<file path="src/rtl/fifo_wr_arbiter.sv">
// -----------------------------------------------------------------------------
// fifo_wr_arbiter
//
// Round-robin write-port arbiter that lets N producers share one FIFO. In any
// cycle it grants at most one requesting producer. For that producer it drives
// the FIFO write strobe and data, and it returns a one-hot acknowledge. The
// decode is purely combinational, so the FIFO samples the write on the same
// clock edge where the producer sees its ack. While fifo_full_i is high the
// arbiter never issues a write and holds all of its arbitration state.
//
// Build option:
//   FIFO_ARB_BURST_EN  When defined, a producer that wins in IDLE keeps the
//                      grant (LOCK state) for up to BURST_LEN consecutive
//                      writes. It loses the grant earlier if it drops its
//                      request; that release costs one bubble cycle. When
//                      undefined, every grant is a single write and BURST_LEN
//                      is ignored.
//
// Parameters:
//   N          number of producers (N >= 2)
//   DW         data width per producer
//   BURST_LEN  max consecutive writes per grant in the burst build (>= 1)
//
// Ports:
//   clk           clock
//   reset         synchronous, active-high reset
//   req_i         [N]     per-producer write request
//   wdata_i       [N*DW]  packed producer data, producer i at [i*DW +: DW]
//   fifo_full_i           FIFO full flag
//   ack_o         [N]     one-hot; producer i's word is written this cycle
//   fifo_wr_o             FIFO write strobe (= |ack_o)
//   fifo_wdata_o  [DW]    granted producer's data, zero when no write
// -----------------------------------------------------------------------------
module fifo_wr_arbiter #(
  parameter int N         = 4,
  parameter int DW        = 8,
  parameter int BURST_LEN = 4
) (
  input  logic            clk,
  input  logic            reset,
  input  logic [N-1:0]    req_i,
  input  logic [N*DW-1:0] wdata_i,
  input  logic            fifo_full_i,
  output logic [N-1:0]    ack_o,
  output logic            fifo_wr_o,
  output logic [DW-1:0]   fifo_wdata_o
);

  localparam int PW = $clog2(N);

  typedef logic [PW-1:0] idx_t;

  // Modulo-N increment. For non-power-of-two N, N-1 must wrap to 0 rather
  // than to the next register value.
  function automatic idx_t inc_mod(input idx_t x);
    if (x == idx_t'(N - 1)) return '0;
    else                    return x + idx_t'(1);
  endfunction

  // Return the first requesting index found when scanning ptr, ptr+1, ...
  // (mod N).
  function automatic void find_winner(input  idx_t       ptr,
                                      input  logic [N-1:0] req,
                                      output logic       found,
                                      output idx_t       win);
    int idx;
    found = 1'b0;
    win   = ptr;
    for (int k = 0; k < N; k++) begin
      idx = int'(ptr) + k;
      if (idx >= N) idx = idx - N;
      if (!found && req[idx]) begin
        found = 1'b1;
        win   = idx_t'(idx);
      end
    end
  endfunction

  idx_t ptr_q, ptr_d;
  logic found;
  idx_t winner;
  logic grant;
  idx_t grant_idx;

  // NOTE: every signal written in an always_comb block gets a default value
  // first. This means no path through the block leaves a signal unassigned,
  // so synthesis cannot infer a latch.
  always_comb begin
    find_winner(ptr_q, req_i, found, winner);
  end

`ifdef FIFO_ARB_BURST_EN

  localparam int CW = $clog2(BURST_LEN + 1);

  typedef enum logic {
    IDLE = 1'b0,
    LOCK = 1'b1
  } state_t;

  state_t          state_q, state_d;
  idx_t            owner_q, owner_d;
  logic [CW-1:0]   cnt_q,   cnt_d;

  always_comb begin
    ptr_d     = ptr_q;
    state_d   = state_q;
    owner_d   = owner_q;
    cnt_d     = cnt_q;
    grant     = 1'b0;
    grant_idx = winner;

    // A full FIFO or an active reset freezes everything. The sequential
    // block applies the reset values.
    if (!reset && !fifo_full_i) begin
      case (state_q)
        IDLE: begin
          if (found) begin
            grant     = 1'b1;
            grant_idx = winner;
            ptr_d     = inc_mod(winner);
            // With BURST_LEN = 1 the first write already completes the
            // burst, so the arbiter stays in IDLE. It behaves exactly like
            // the single-write build.
            if (BURST_LEN > 1) begin
              state_d = LOCK;
              owner_d = winner;
              cnt_d   = CW'(1);
            end
          end
        end
        LOCK: begin
          if (req_i[owner_q]) begin
            grant     = 1'b1;
            grant_idx = owner_q;
            if (cnt_q == CW'(BURST_LEN - 1)) begin
              state_d = IDLE;
              ptr_d   = inc_mod(owner_q);
              cnt_d   = '0;
            end else begin
              cnt_d   = cnt_q + CW'(1);
            end
          end else begin
            // The owner abandoned its burst. Release the lock with no grant
            // in this cycle (a one-cycle bubble).
            state_d = IDLE;
            ptr_d   = inc_mod(owner_q);
            cnt_d   = '0;
          end
        end
        default: state_d = IDLE;
      endcase
    end
  end

  // NOTE: sequential state uses non-blocking assignments only. All registers
  // then update together from the values they held before the edge.
  always_ff @(posedge clk) begin
    if (reset) begin
      ptr_q   <= '0;
      state_q <= IDLE;
      owner_q <= '0;
      cnt_q   <= '0;
    end else begin
      ptr_q   <= ptr_d;
      state_q <= state_d;
      owner_q <= owner_d;
      cnt_q   <= cnt_d;
    end
  end

`else

  always_comb begin
    ptr_d     = ptr_q;
    grant     = 1'b0;
    grant_idx = winner;
    if (!reset && !fifo_full_i && found) begin
      grant = 1'b1;
      ptr_d = inc_mod(winner);
    end
  end

  // NOTE: sequential state uses non-blocking assignments only. All registers
  // then update together from the values they held before the edge.
  always_ff @(posedge clk) begin
    if (reset) ptr_q <= '0;
    else       ptr_q <= ptr_d;
  end

`endif

  // Output decode. Data is forced to zero when no write occurs, so the FIFO
  // bus never carries stale producer data.
  always_comb begin
    ack_o        = '0;
    fifo_wdata_o = '0;
    fifo_wr_o    = grant;
    if (grant) begin
      ack_o[grant_idx] = 1'b1;
      fifo_wdata_o     = wdata_i[int'(grant_idx)*DW +: DW];
    end
  end

endmodule

</file>
<file path="config.mk">
export PLATFORM = sky130hd
export DESIGN_NAME = fifo_wr_arbiter
export DESIGN_NICKNAME = d
export VERILOG_FILES = /design/src/rtl/fifo_wr_arbiter.sv
export SDC_FILE = /design/constraint.sdc
export NUM_CORES = 1
export LEC_CHECK = 0
export CORE_UTILIZATION = 30
export DETAILED_ROUTE_END_ITERATION = 10
export GPL_TIMING_DRIVEN = 0
export PLACE_DENSITY = 0.84
export SYNTH_ARGS = -nofsm -noshare
export SYNTH_HDL_FRONTEND = slang
export SYNTH_SLANG_ARGS = --single-unit
export TNS_END_PERCENT = 1
</file>
<file path="constraint.sdc">
create_clock -name clk -period 4.25 [get_ports clk]
set_input_delay 0.6375 -clock clk [delete_from_list [all_inputs] [get_ports clk]]
set_output_delay 0.6375 -clock clk [all_outputs]
set_load 0.02 [all_outputs]
</file>
# Word level (Yosys, flattened, before mapping)
# Cells that the tools add are included.
[op_classes] addsub=8 multipliers=0 div=0 order_cmp=10 n_eq_ne=1 shifts=1 n_mux=30 n_bitwise=0 reduce_logical=11
[op_table] op="less-than comparator 32 x 4 -> 1 bit, second input constant" count=4
[op_table] op="2-to-1 mux 32 bit" count=4
[op_table] op="indexed part select 32 x 6 -> 8 bit" count=1
[op_table] op="2-to-1 mux 1 bit" count=14
[op_table] op="subtractor 3 x 3 -> 4 bit, second input constant" count=3
[op_table] op="2-to-1 mux 2 bit" count=5
[op_table] op=">= comparator 3 bit, second input constant" count=3
[op_table] op="binary-select mux 1 bit (select 2 bit)" count=4
[op_table] op="2-to-1 mux 8 bit" count=1
[op_table] op="adder 2 x 2 -> 3 bit, second input constant" count=2
[op_table] op="logical AND 1 bit" count=6
[op_table] op="zero test 1 bit" count=5
[op_table] op="2-to-1 mux 4 bit" count=1
[op_table] op="subtractor 2 x 3 -> 4 bit, second input constant" count=1
[op_table] op="adder 2 x 1 -> 3 bit, second input constant" count=1
[op_table] op=">= comparator 2 x 3 -> 1 bit, second input constant" count=1
[op_table] op="less-than comparator 2 x 3 -> 1 bit, second input constant" count=1
[op_table] op="adder 2 x 1 -> 2 bit, second input constant" count=1
[op_table] op="demux 1 bit (select 2 bit)" count=1
[op_table] op="equality test 2 bit, second input constant" count=1
[op_table] op=">= comparator 2 x 1 -> 1 bit, second input constant" count=1
[totals] regBits=2 latch_bits=0 ram_bits=0 mem_bits_ro=0 mem_count=0

# Logic depth before layout (Yosys ltp)
[logic_depth] word_depth=20 depth_mapped=7 depth_no_buf=6

# Worst setup path after synthesis
# OpenSTA, ideal clock, no wires.
[synth_path] path_kind="input-to-output" from="input req_i[0]" to="output fifo_wdata_o[1]" arrival_time_ps=2013 required_time_ps=3612 slack_ps=1599 stages=6 path_cell_list="nor2b_1 or4_4 nand2_4 buf_12 mux2i_1 o22ai_1"
[synth_via] elab_chain_cells=16 word_cells_on_any_way=30 classes_between="shift (1); mux (22); reduce/logical (7)"
[synth_rtl] item="start, declared" line="41" text="input logic [N-1:0] req_i,"
[synth_rtl] item="parallel branches: the longest is 15 deep, another holds binary-select mux 1 bit (select 2 bit)"
[synth_rtl] item="2-to-1 mux 8 bit (*)" line="199" text="if (grant) begin"
[synth_rtl] item="end, declared" line="46" text="output logic [DW-1:0] fifo_wdata_o"
# Every way passes the cells marked *. The select of a mux whose other input is x is not followed.

# Final worst setup path
[layout_path] from="input req_i[3]" to="output ack_o[0]"
[layout_via] elab_chain_cells=18 word_cells_on_any_way=34 classes_between="order compare (2); mux (24); reduce/logical (8)"
[layout_rtl] item="binary-select mux 1 bit (select 2 bit)" line="72" text="if (!found && req[idx]) begin"
[layout_rtl] item="2-to-1 mux 1 bit (not written as such) (2 in series)" line="72"
[layout_rtl] item="2-to-1 mux 1 bit" line="72"
[layout_rtl] item="zero test 1 bit" line="72"
[layout_rtl] item="logical AND 1 bit" line="72"
[layout_rtl] item="2-to-1 mux 1 bit" line="72"
[layout_rtl] item="zero test 1 bit" line="72"
[layout_rtl] item="logical AND 1 bit" line="72"
[layout_rtl] item="2-to-1 mux 1 bit" line="72"
[layout_rtl] item="zero test 1 bit" line="72"
[layout_rtl] item="logical AND 1 bit" line="72"
[layout_rtl] item="2-to-1 mux 2 bit" line="72"
[layout_rtl] item="less-than comparator 2 x 3 -> 1 bit (not written as such) / >= comparator 2 x 1 -> 1 bit (equally long branches)" line="200" text="ack_o[grant_idx] = 1'b1;"
[layout_rtl] item="logical AND 1 bit (not written as such)" line="200"
[layout_rtl] item="2-to-1 mux 1 bit (not written as such)" line="200"
[layout_rtl] item="demux 1 bit (select 2 bit)" line="200"
[layout_rtl] item="2-to-1 mux 4 bit (*)" line="199"
[layout_rtl] item="end, declared" line="44" text="output logic [N-1:0] ack_o,"
# Every way passes the cells marked *; elsewhere a longest branch is shown, timed or not. The select of a mux whose other input is x is not followed.

==> results.json <==
{
  "status": "completed",
  "cp_num_buf_inv": 4,
  "fillers": 142,
  "worst_slack_ns": 0.5040,
  "coreArea_um2": 1541,
  "drcViolationCount": 0,
  "ys_types": 22,
  "die_y_um": 42.90,
  "hold_viol_final": 0,
  "avgSynthCellArea_um2": 8.362,
  "finalSetupViolCount": 0,
  "crit_family": "buffers and inverters",
  "portBuffers": 51,
  "ios": 52,
  "drtPass1Iterations": 3,
  "die_w_um": 42.90,
  "placementRows": 14,
  "cts_made_buffers": 3,
  "crit_fanout": 11,
  "clockRootBuffer": "clkbuf_4",
  "viasPerCell": 5.185,
  "maxSlewHeadroom": 0.6910,
  "cts_sinks": 2,
  "yosys-top-cells-area": "mux2i_1 (32%), ha_1 (10%), o22ai_1 (10%), dfxtp_1 (8.0%), and2_1 (5.0%)",
  "yosysTopAreaCell": "mux2i_1",
  "largest_register_ff_count": 2,
  "setup_tns_ns": 0,
  "postSynthCellCount": 60,
  "cap_violations": 0,
  "drt_iter0_markers": 4,
  "setup.worst_path.class": "primary input to primary output",
  "nets": 159,
  "grt_pass1_vias": 645,
  "yosysWarnings": 0,
  "dp_slack_ns": 0.5057,
  "hold_class": "flip-flop to flip-flop",
  "synth-seq-cells": 2,
  "synth_top_area_frac": 0.3192,
  "ys_seq_area_frac": 0.07980,
  "final_util": 0.6843,
  "required_ns": 3.61,
  "p_leak_nw": 0.4276,
  "grt_pass1_wl_um": 2697,
  "post_dp_cell_area_um2": 1032,
  "largest-register": "ptr_q",
  "final_cells": 130,
  "crit_path_cell_trace": "clkdlybuf4s50_1 -> and3b_1 -> or4_4 -> nand2_4 -> buf_12 -> inv_1 -> ha_1 -> and2_1 -> clkdlybuf4s50_1",
  "slew_violations": 0,
  "irDropWorstVdd_v": 0.0001254,
  "timing.fmax_ghz": 0.2670,
  "syn_to_final_growth_pct": 110.2,
  "htreeDepth": 1,
  "p_total_mw": 0.2320,
  "diodes": 0,
  "reg2reg_slack_ns": 2.40,
  "cts_buffer_depth": 2,
  "power_density_nw_per_um2": 220.0,
  "ctsHoldBuffers": 0,
  "grt_setup_unrepaired": "false",
  "synth_nets": 103,
  "clk_pin_slew_worst_paths_ns": 0.03,
  "drive_gt1_frac": 0.07018,
  "cts_setup_buffers": 0,
  "netlist_area_um2": 501.7,
  "grt.overflow.total": 0,
  "place_inst": 127,
  "gp_congestion": 0.7650,
  "wl_per_cell_um": 12.62,
  "gr-usage-all-layers": 0.1882,
  "clock_skew_ns": 0.006283,
  "crit_top_cell": "clkdlybuf4s50_1",
  "totalWireLength_um": 1640,
  "largestRegisters": "ptr_q: 2 flops",
  "postRouteAntennaNets": 0,
  "slowest_stage": "clkdlybuf4s50_1",
  "start_util": 0.3255,
  "ctsResizeCount": 0,
  "critPathArrivalTime_ns": 3.11,
  "finalCritPeriodShare": 0.8814,
  "end_kind": "primary output",
  "design_area_um2": 1055,
  "grt_max_degree": 12,
  "startpoint_type": "primary input",
  "antenna_found_initial": 0,
  "cts_tree": "yes",
  "post-route-min-period_ns": 3.746,
  "whs_ns": 0.5323,
  "clock_latency_ns": 0.24,
  "dp_hpwl_um": 1308,
  "worst_pin_slew_ns": 0.4609,
  "critical-path-max-stage-delay_ns": 0.55,
  "dieArea_um2": 1840,
  "via_count": 674
}
## kinds of logic (layout without fill, tap and decap cells)
group | Yosys count | after routing | synth area share
adders and majority gates | 4 | 4 | 0.09975
DFF | 2 | 2 | 0.07980
and+or+nand+nor | 19 | 19 | 0.2518
buffers and inverters | 4 | 58 | 0.06234
AOI/OAI and AO/OA | 15 | 15 | 0.1870
muxes | 16 | 16 | 0.3192
## final cells by class
| class | count | area (µm²) | share of cell area |
|---|---|---|---|
| tap | 16 | 20.02 | 0.01898 |
| sequential | 2 | 40.04 | 0.03796 |
| clock buffer | 3 | 22.52 | 0.02135 |
| buffer | 1 | 20.02 | 0.01898 |
| timing repair buffer | 51 | 510.5 | 0.4840 |
| multi-input combinational | 54 | 430.4 | 0.4081 |
| inverter | 3 | 11.26 | 0.01068 |
## Yosys cell counts
| library cell | n |
|---|---|
| or4_4 | 1 |
| a21oi_1 | 1 |
| buf_12 | 1 |
| o22ai_1 | 8 |
| nor2_1 | 1 |
| nand2b_1 | 2 |
| a211o_1 | 1 |
| inv_1 | 3 |
| nand2_1 | 3 |
| nor3_2 | 1 |
| nor2b_1 | 2 |
| and2b_2 | 1 |
| mux2i_1 | 16 |
| nand2_4 | 1 |
| o21ai_0 | 4 |
| and2_1 | 4 |
| and3b_1 | 1 |
| o211a_1 | 1 |
| ha_1 | 4 |
| dfxtp_1 | 2 |
| nor4_1 | 1 |
| nor3_1 | 1 |
## path summary, 6_finish.rpt
kind / start / to / cells past startpoint
hold / removal: ptr_q[0] / ptr_q[0] / 2
hold reg to reg: ptr_q[0] / ptr_q[0] / 2
setup reg to reg: ptr_q[1] / ptr_q[1] / 7
setup / recovery: req_i[3] / ack_o[0] / 9
## power by group
group	internal [mW]	total, mW	switching [mW]
Clock	0.0315	0.0469	0.0154
Sequential	0.0221	0.0257	0.00363
Combinational	0.0911	0.159	0.0683
Total	0.145	0.232	0.0873
## metal layers
metal,GRT usage,wire length (µm),vias to the layer above
met5,0,0,-
met4,0.07500,23,0
met3,0.02979,111,2
met2,0.3606,832,27
met1,0.1985,673,308
li1,-,-,337
## worst reg2reg max path, delay by kind of cell, from the launching register on
family / cells / cell delay (ns)
adder cells (fa/ha/maj): 1 / 0.23
buffers and inverters: 1 / 0.17
flip-flops: 1 / 0.34
AND/OR/NAND/NOR: 4 / 0.92
AO/OA/AOI/OAI: 1 / 0.07
## placed cells by master (no fill, tap or decap), types with 2 or more instances in the layout
cell	netlist	routed
ha_1	4	4
dfxtp_1	2	2
nand2b_1	2	2
clkdlybuf4s50_1	0	51
nor2b_1	2	2
inv_1	3	3
o21ai_0	4	4
mux2i_1	16	16
and2_1	4	4
clkbuf_4	0	3
o22ai_1	8	8
nand2_1	3	3
No activity file was read; power rests on OpenSTA's default activity.
